$ cat src/rtl/elastic_pipe_reg_if.sv
// Handshake bundle for elastic_pipe_reg.
//   flush              : invalidate every stage at the next edge
//   in_valid/in_data   : upstream offer; in_ready is the accept strobe
//   out_valid/out_data : last-stage payload; out_ready is the downstream accept
// master = environment driving the pipe, slave = the pipe itself.
interface elastic_pipe_reg_if #(parameter int WIDTH = 1);
  logic             flush;
  logic             in_valid;
  logic [WIDTH-1:0] in_data;
  logic             in_ready;
  logic             out_valid;
  logic [WIDTH-1:0] out_data;
  logic             out_ready;

  modport master (output flush, in_valid, in_data, out_ready,
                  input  in_ready, out_valid, out_data);
  modport slave  (input  flush, in_valid, in_data, out_ready,
                  output in_ready, out_valid, out_data);
endinterface

$ cat src/rtl/elastic_pipe_reg.sv
// Elastic pipeline register: DEPTH stages, each with a valid bit and a payload.
// Readiness ripples combinationally from the output side back to the input,
// so empty stages are collapsed without a bubble penalty.
// Ports:
//   clk   : clock, all state on posedge
//   rst   : synchronous active-high reset (wins over flush and handshakes)
//   bus   : handshake bundle (slave side), see elastic_pipe_reg_if
//   count : number of valid stages, 0..DEPTH
module elastic_pipe_reg #(
  parameter int               WIDTH      = 1,
  parameter int               DEPTH      = 2,
  parameter logic [WIDTH-1:0] INIT       = {WIDTH{1'b0}},
  parameter bit               DATA_RESET = 1'b1
) (
  input  logic                       clk,
  input  logic                       rst,
  elastic_pipe_reg_if.slave          bus,
  output logic [$clog2(DEPTH+1)-1:0] count
);
  localparam int CW = $clog2(DEPTH+1);

  logic [DEPTH-1:0]            v_q, v_d, rdy, up_v;
  logic [DEPTH-1:0][WIDTH-1:0] p_q, p_d, up_p;

  // Upstream view of each stage: the pipe input for stage 0, else the previous stage.
  for (genvar k = 0; k < DEPTH; k++) begin : g_up
    if (k == 0) begin : g_first
      assign up_v[k] = bus.in_valid;
      assign up_p[k] = bus.in_data;
    end else begin : g_rest
      assign up_v[k] = v_q[k-1];
      assign up_p[k] = p_q[k-1];
    end
  end

  // A stage can take new content if it is empty or its successor can drain it.
  always_comb begin
    rdy = '0;
    rdy[DEPTH-1] = !v_q[DEPTH-1] | bus.out_ready;
    for (int k = DEPTH-2; k >= 0; k--)
      rdy[k] = !v_q[k] | rdy[k+1];
  end

  // Payload only moves with a valid token, so bubbles never clobber data.
  always_comb begin
    v_d = v_q;
    p_d = p_q;
    if (bus.flush) begin
      v_d = '0;
    end else begin
      for (int k = 0; k < DEPTH; k++) begin
        if (rdy[k]) begin
          v_d[k] = up_v[k];
          if (up_v[k]) p_d[k] = up_p[k];
        end
      end
    end
  end

  always_ff @(posedge clk) begin
    if (rst) begin
      v_q <= '0;
      if (DATA_RESET) p_q <= {DEPTH{INIT}};
    end else begin
      v_q <= v_d;
      p_q <= p_d;
    end
  end

  always_comb begin
    count = '0;
    for (int k = 0; k < DEPTH; k++)
      count = count + CW'(v_q[k]);
  end

  assign bus.in_ready  = rdy[0] & !bus.flush & !rst;
  assign bus.out_valid = v_q[DEPTH-1];
  assign bus.out_data  = p_q[DEPTH-1];
endmodule
$ cat src/flat_wrapper.sv
// flat-port wrapper written by rule: the top's interface ports become plain ports
module elastic_pipe_reg_flat 
#(
  parameter int               WIDTH      = 1,
  parameter int               DEPTH      = 2,
  parameter logic [WIDTH-1:0] INIT       = {WIDTH{1'b0}},
  parameter bit               DATA_RESET = 1'b1
)
  (clk, rst, count, bus_flush, bus_in_valid, bus_in_data, bus_out_ready, bus_in_ready, bus_out_valid, bus_out_data);
  elastic_pipe_reg_if #(.WIDTH(WIDTH)) bus_i ();
  input  logic clk;
  input  logic rst;
  output logic [$clog2(DEPTH+1)-1:0] count;
  input wire logic [$bits(bus_i.flush)-1:0] bus_flush;
  input wire logic [$bits(bus_i.in_valid)-1:0] bus_in_valid;
  input wire logic [$bits(bus_i.in_data)-1:0] bus_in_data;
  input wire logic [$bits(bus_i.out_ready)-1:0] bus_out_ready;
  output wire logic [$bits(bus_i.in_ready)-1:0] bus_in_ready;
  output wire logic [$bits(bus_i.out_valid)-1:0] bus_out_valid;
  output wire logic [$bits(bus_i.out_data)-1:0] bus_out_data;
  assign bus_i.flush = bus_flush;
  assign bus_i.in_valid = bus_in_valid;
  assign bus_i.in_data = bus_in_data;
  assign bus_i.out_ready = bus_out_ready;
  assign bus_in_ready = bus_i.in_ready;
  assign bus_out_valid = bus_i.out_valid;
  assign bus_out_data = bus_i.out_data;
  elastic_pipe_reg #(.WIDTH(WIDTH), .DEPTH(DEPTH), .INIT(INIT), .DATA_RESET(DATA_RESET)) u_core (.clk(clk), .rst(rst), .bus(bus_i), .count(count));
endmodule
$ cat config.mk
export PLATFORM = sky130hd
export DESIGN_NAME = elastic_pipe_reg_flat
export DESIGN_NICKNAME = d
export VERILOG_FILES = /design/src/rtl/elastic_pipe_reg_if.sv /design/src/rtl/elastic_pipe_reg.sv /design/src/flat_wrapper.sv
export SDC_FILE = /design/constraint.sdc
export NUM_CORES = 1
export LEC_CHECK = 0
export ABC_AREA = 1
export CORE_AREA = 5 5 42 44
export CTS_CLUSTER_DIAMETER = 60
export DETAILED_ROUTE_END_ITERATION = 10
export DIE_AREA = 0 0 47 49
export SLEW_MARGIN = 40
export SYNTH_ARGS = -nofsm -noshare
export SYNTH_HDL_FRONTEND = slang
export SYNTH_SLANG_ARGS = --single-unit
export TNS_END_PERCENT = 1
$ cat constraint.sdc
create_clock -name clk -period 1.05 [get_ports clk]
set_input_delay 0.1575 -clock clk [delete_from_list [all_inputs] [get_ports clk]]
set_output_delay 0.1575 -clock clk [all_outputs]
set_load 0.01 [all_outputs]
* After elaboration in Yosys (flattened, before gate mapping)
Cells that the tools add are included.
Operators by class: reduce and logical (&&, ||, !) cells 7, bitwise gates (word level) 5, add/sub/neg operators 1
Operator list (count):
- $reduce_and 3->1 | 2
- $logic_not 1->1 | 4
- $add 1x1->2 | 1
- $and 1x1->1 | 2
- $or 1x1->1 | 2
- $reduce_or 2->1 | 1
- $not 1->1 | 1
Word-level totals: word-level logic and storage cells 17, bits of input ports 6, output and inout bits 5, register bits after elaboration 4

* Longest topological paths before layout
depth in word-level cells 5, mapped depth 5, mapped depth without buffers 5

* Least setup slack after synthesis
Ideal clock, no wire load.
path type flip-flop to output port, start point register u_core.v_q[1], end point output port count[0], stages on the path, launching flop included 2, arrival time 691 ps, required time 892 ps, buffers on the path 0, setup slack 202 ps, cells stage by stage dfxtp_1 ha_1
On the way: word-level cells in the longest chain between the ends 1
RTL lines:
- start: declaration | RTL line elastic_pipe_reg.sv:22 | logic [DEPTH-1:0] v_q, v_d, rdy, up_v;
- start signal: assignment | RTL line elastic_pipe_reg.sv:65 | v_q <= v_d;
- $add 1x1->2 | RTL line elastic_pipe_reg.sv:73 | count = count + CW'(v_q[k]);
- end: declaration | RTL line flat_wrapper.sv:13 | output logic [$clog2(DEPTH+1)-1:0] count;
No other way between the ends.

* Worst setup path in the final report
start point register u_core.v_q[0], end point output port count[0]
The elaborated chain is that of the path after synthesis.

==> summary.md <==
| Metric | Value |
|---|---|
| P per Cell Area | between 1000 and 1500 nW/um^2 |
| RSZ-0062 raised after global routing | yes |
| Synth top area share | 40.51% |
| Die area | ~2300 sq um |
| Ys async rst share | 0% |
| Initial Util | approximately 14% |
| Crit path DAT | 0.94 ns |
| Post-Route Utilization | roughly 28% |
| Cell taking the most area after synthesis | dfxtp_1 |
| CP max-delay cell | dfxtp_4 |
| Most frequent cell after synthesis | inv_1 |
| Register area share after synthesis | just over 40% |
| Largest net degree at the start of global routing | 5 |
| Mapped cell area | roughly 200 sq um |
| Synthesized Nets | 35 |
| Final Hold Viols | 0 |
| Crit Path Class | reg -> out |
| Maximum vdd drop | roughly 490 uV |
| CP max stage delay | about 0.35 ns |
| Shortest period the worst path allows | about 1.1 ns |
| Htree depth | 1 |
| Clock root buffer master | clkbuf_4 |
| DR WL/cell | about 8.5 um |
| Residual DRC | 0 |
| Vias in the first global route | 259 |
| Layout Cells excl Fill | 62 |
| Cell-by-cell trace of the critical path | ha_4 -> buf_6 |
| Antenna Nets Post-Route | 0 |
| CTS max path bufs | 2 |
| Routed vias/inst | approximately 3.8 |
| Global route overflow | 0 |
| Number of synthesized flops with an enable pin | 0 |
| Slew @ Worst Pin | 0.1285 ns |
| CP Capture Type | output pin |
| Placed cell area | 347.8 sq um |
| Fraction of layout cells with a size suffix above 1 | just under 40% |
| DRT iter0 DRCs | 1 |
| Violated checks | negative setup slack |
| Max_slew headroom | approximately 91% |
| Gp weighted congestion | between 0.6 and 0.7 |
| Num ports | 11 |
| Clock-pin slew on the worst setup and hold paths | 0.04 ns |
| Final WL | around 530 um |
| Dpl cells | between 50 and 60 |
| CP Launch Type | register |
| # diodes | 0 |
| DP HPWL | a little over 400 um |
| Post-route cell area | 396.6 sq um |
| Largest cells by area after synthesis | dfxtp_1 (41%), inv_1 (13%), a21oi_1 (10%), nand2_1 (7.6%), nor2_1 (7.6%) |
| Number of nets in the layout | 55 |
| Max-cap viol count | 0 |
| Die X | approximately 47 um |
| Status | complete, but fails checks |
| Worst Slack Setup Final | -0.04364 ns |
| Hold Crit Class | in -> reg |
| Commonest cells in the netlist | inv_1 (7), a21oi_1 (4), dfxtp_1 (4), nand2_1 (4), nor2_1 (4) |
| Crit path buf inv count | 1 |
| CP startpoint | u_core.v_q[0]$_SDFFE_PP0P_ |
| Max Clk Rate | just over 900 MHz |
| Routed vias | approximately 240 |
| Clock Latency Late Sink | 0.23 ns |
| Port Buf Inserts | 10 |
| CTS tree | yes |
| Tcrit/Tclk final | 104.2% |
| Row count | 14 |
| Post-synthesis cell type count | 10 |
| First-pass GRT wire length | 917 um |
| Synthesized flop and latch total | 4 |
| Lkg Pwr | ~0.20 nW |
| Reg-to-Reg Start | u_core.v_q[1]$_SDFFE_PP0P_ |
| Clock Skew | around 0.0024 ns |
| Critical Path Fanout Max | 3 |
| Ys flop type | dfxtp_1 |
| Final setup violation count | 2 |
| First-pass detailed-route iteration total | 2 |
| CTS buffer count | 3 |
| Area growth, synth to finish | 100.6% |
| Total GRT Usage | 5.775% |
| Syn avg cell area | 7.060 sq um |
| Core Footprint | ~1400 sq um |
| Synth Instances | 28 |
| Cell family with most CP delay | flip-flops |
| CP required | between 0.8 and 0.9 ns |
| Synth warn | 0 |
| Chip height | ~49 um |
| Clock Sinks | 4 |
| CTS Hold Bufs | 0 |
| Hold path startpoint | rst |
| Count of final max-slew check failures | 0 |
| Initial antenna violation count | 0 |
==> routing by layer <==
| layer | track usage, % | wire (um) | up-vias |
|---|---|---|---|
| met4 | 1.382 | 0 | 0 |
| met3 | 5.535 | 60 | 0 |
| met1 | 5.055 | 172 | 102 |
| met5 | 0 | 0 | - |
| li1 | - | - | 126 |
| met2 | 9.276 | 293 | 7 |
==> stage by stage <==
stage / TNS [ns] / setup slack [ns] / total power [mW] / hold WS (ns)
3_5_place_dp: -1.086 / -0.4678 / 0.2359 / 0.4835
4_1_cts: -0.1568 / -0.1036 / 0.4297 / 0.3592
3_3_place_gp: -1.063 / -0.4685 / 0.2347 / 0.4673
2_1_floorplan: 0 / 0.2017 / 0.1907 / 0.3089
6_report: -0.06160 / -0.04364 / 0.4180 / 0.2636
5_1_grt: -0.1387 / -0.07316 / 0.4499 / 0.2902
==> cell families after synthesis <==
logic type | Yosys count | synth area share, %
AO/OA/AOI/OAI | 4 | 10.13
adder cells (fa/ha/maj) | 1 | 6.328
buffers and inverters | 7 | 13.29
flip-flops | 4 | 40.51
AND/OR/NAND/NOR | 12 | 29.74
==> sequential cells by signal, summed over array words and instances, names as in the netlist <==
signal               count
u_core.bus.out_data      1
u_core.p_q               1
u_core.v_q               2
==> final timing paths <==
check	endpoint	slack, ns	cells after the start
max	count[0]	-0.04	2
max reg2reg	u_core.p_q[0]$_SDFFE_PP0P_	0.16	4
min	u_core.p_q[0]$_SDFFE_PP0P_	0.26	4
min reg2reg	u_core.p_q[0]$_SDFFE_PP0P_	0.48	2
==> tightest hold or removal path, cell delays in order <==
cell and delay (ns):
dlymetal6s2s_1 0.12, inv_1 0.07, nand2_1 0.07, nor2_1 0.03
==> cells in the final DEF, fill, tap and decap left out <==
cell type,n
nor2_2,2
nand3_1,1
dlygate4sd2_1,3
inv_1,6
dfxtp_1,2
clkbuf_4,3
dfxtp_4,2
inv_2,1
buf_6,2
ha_4,1
nand3_2,1
nand3b_1,1
nor2_1,3
nand2_1,4
buf_4,5
dlymetal6s2s_1,1
buf_2,1
clkdlybuf4s50_1,3
a21oi_1,4
==> power breakdown <==
group / internal (mW) / switching [mW] / leakage [nW] / total, mW
logic: 0.0432 / 0.0279 / 0.154 / 0.0712
clock network: 0.128 / 0.0583 / 0.0138 / 0.186
registers: 0.156 / 0.00518 / 0.0342 / 0.161
total: 0.327 / 0.0915 / 0.202 / 0.418
==> final cells by class <==
| cell class | instances | area [sq um] |
|---|---|---|
| timing repair buffer | 15 | 133.9 |
| inverter | 7 | 26.28 |
| multi-input combinational | 17 | 106.4 |
| fill | 169 | 1005 |
| clock buffer | 3 | 22.52 |
| tap | 16 | 20.02 |
| sequential | 4 | 87.58 |
==> timing repair <==
item	CTS	global route
setup buffers	0	1
pin swaps	0	1
endpoints found under the setup margin	5	3
gates resized for setup	18	7
No activity file was read; power rests on OpenSTA's default activity.
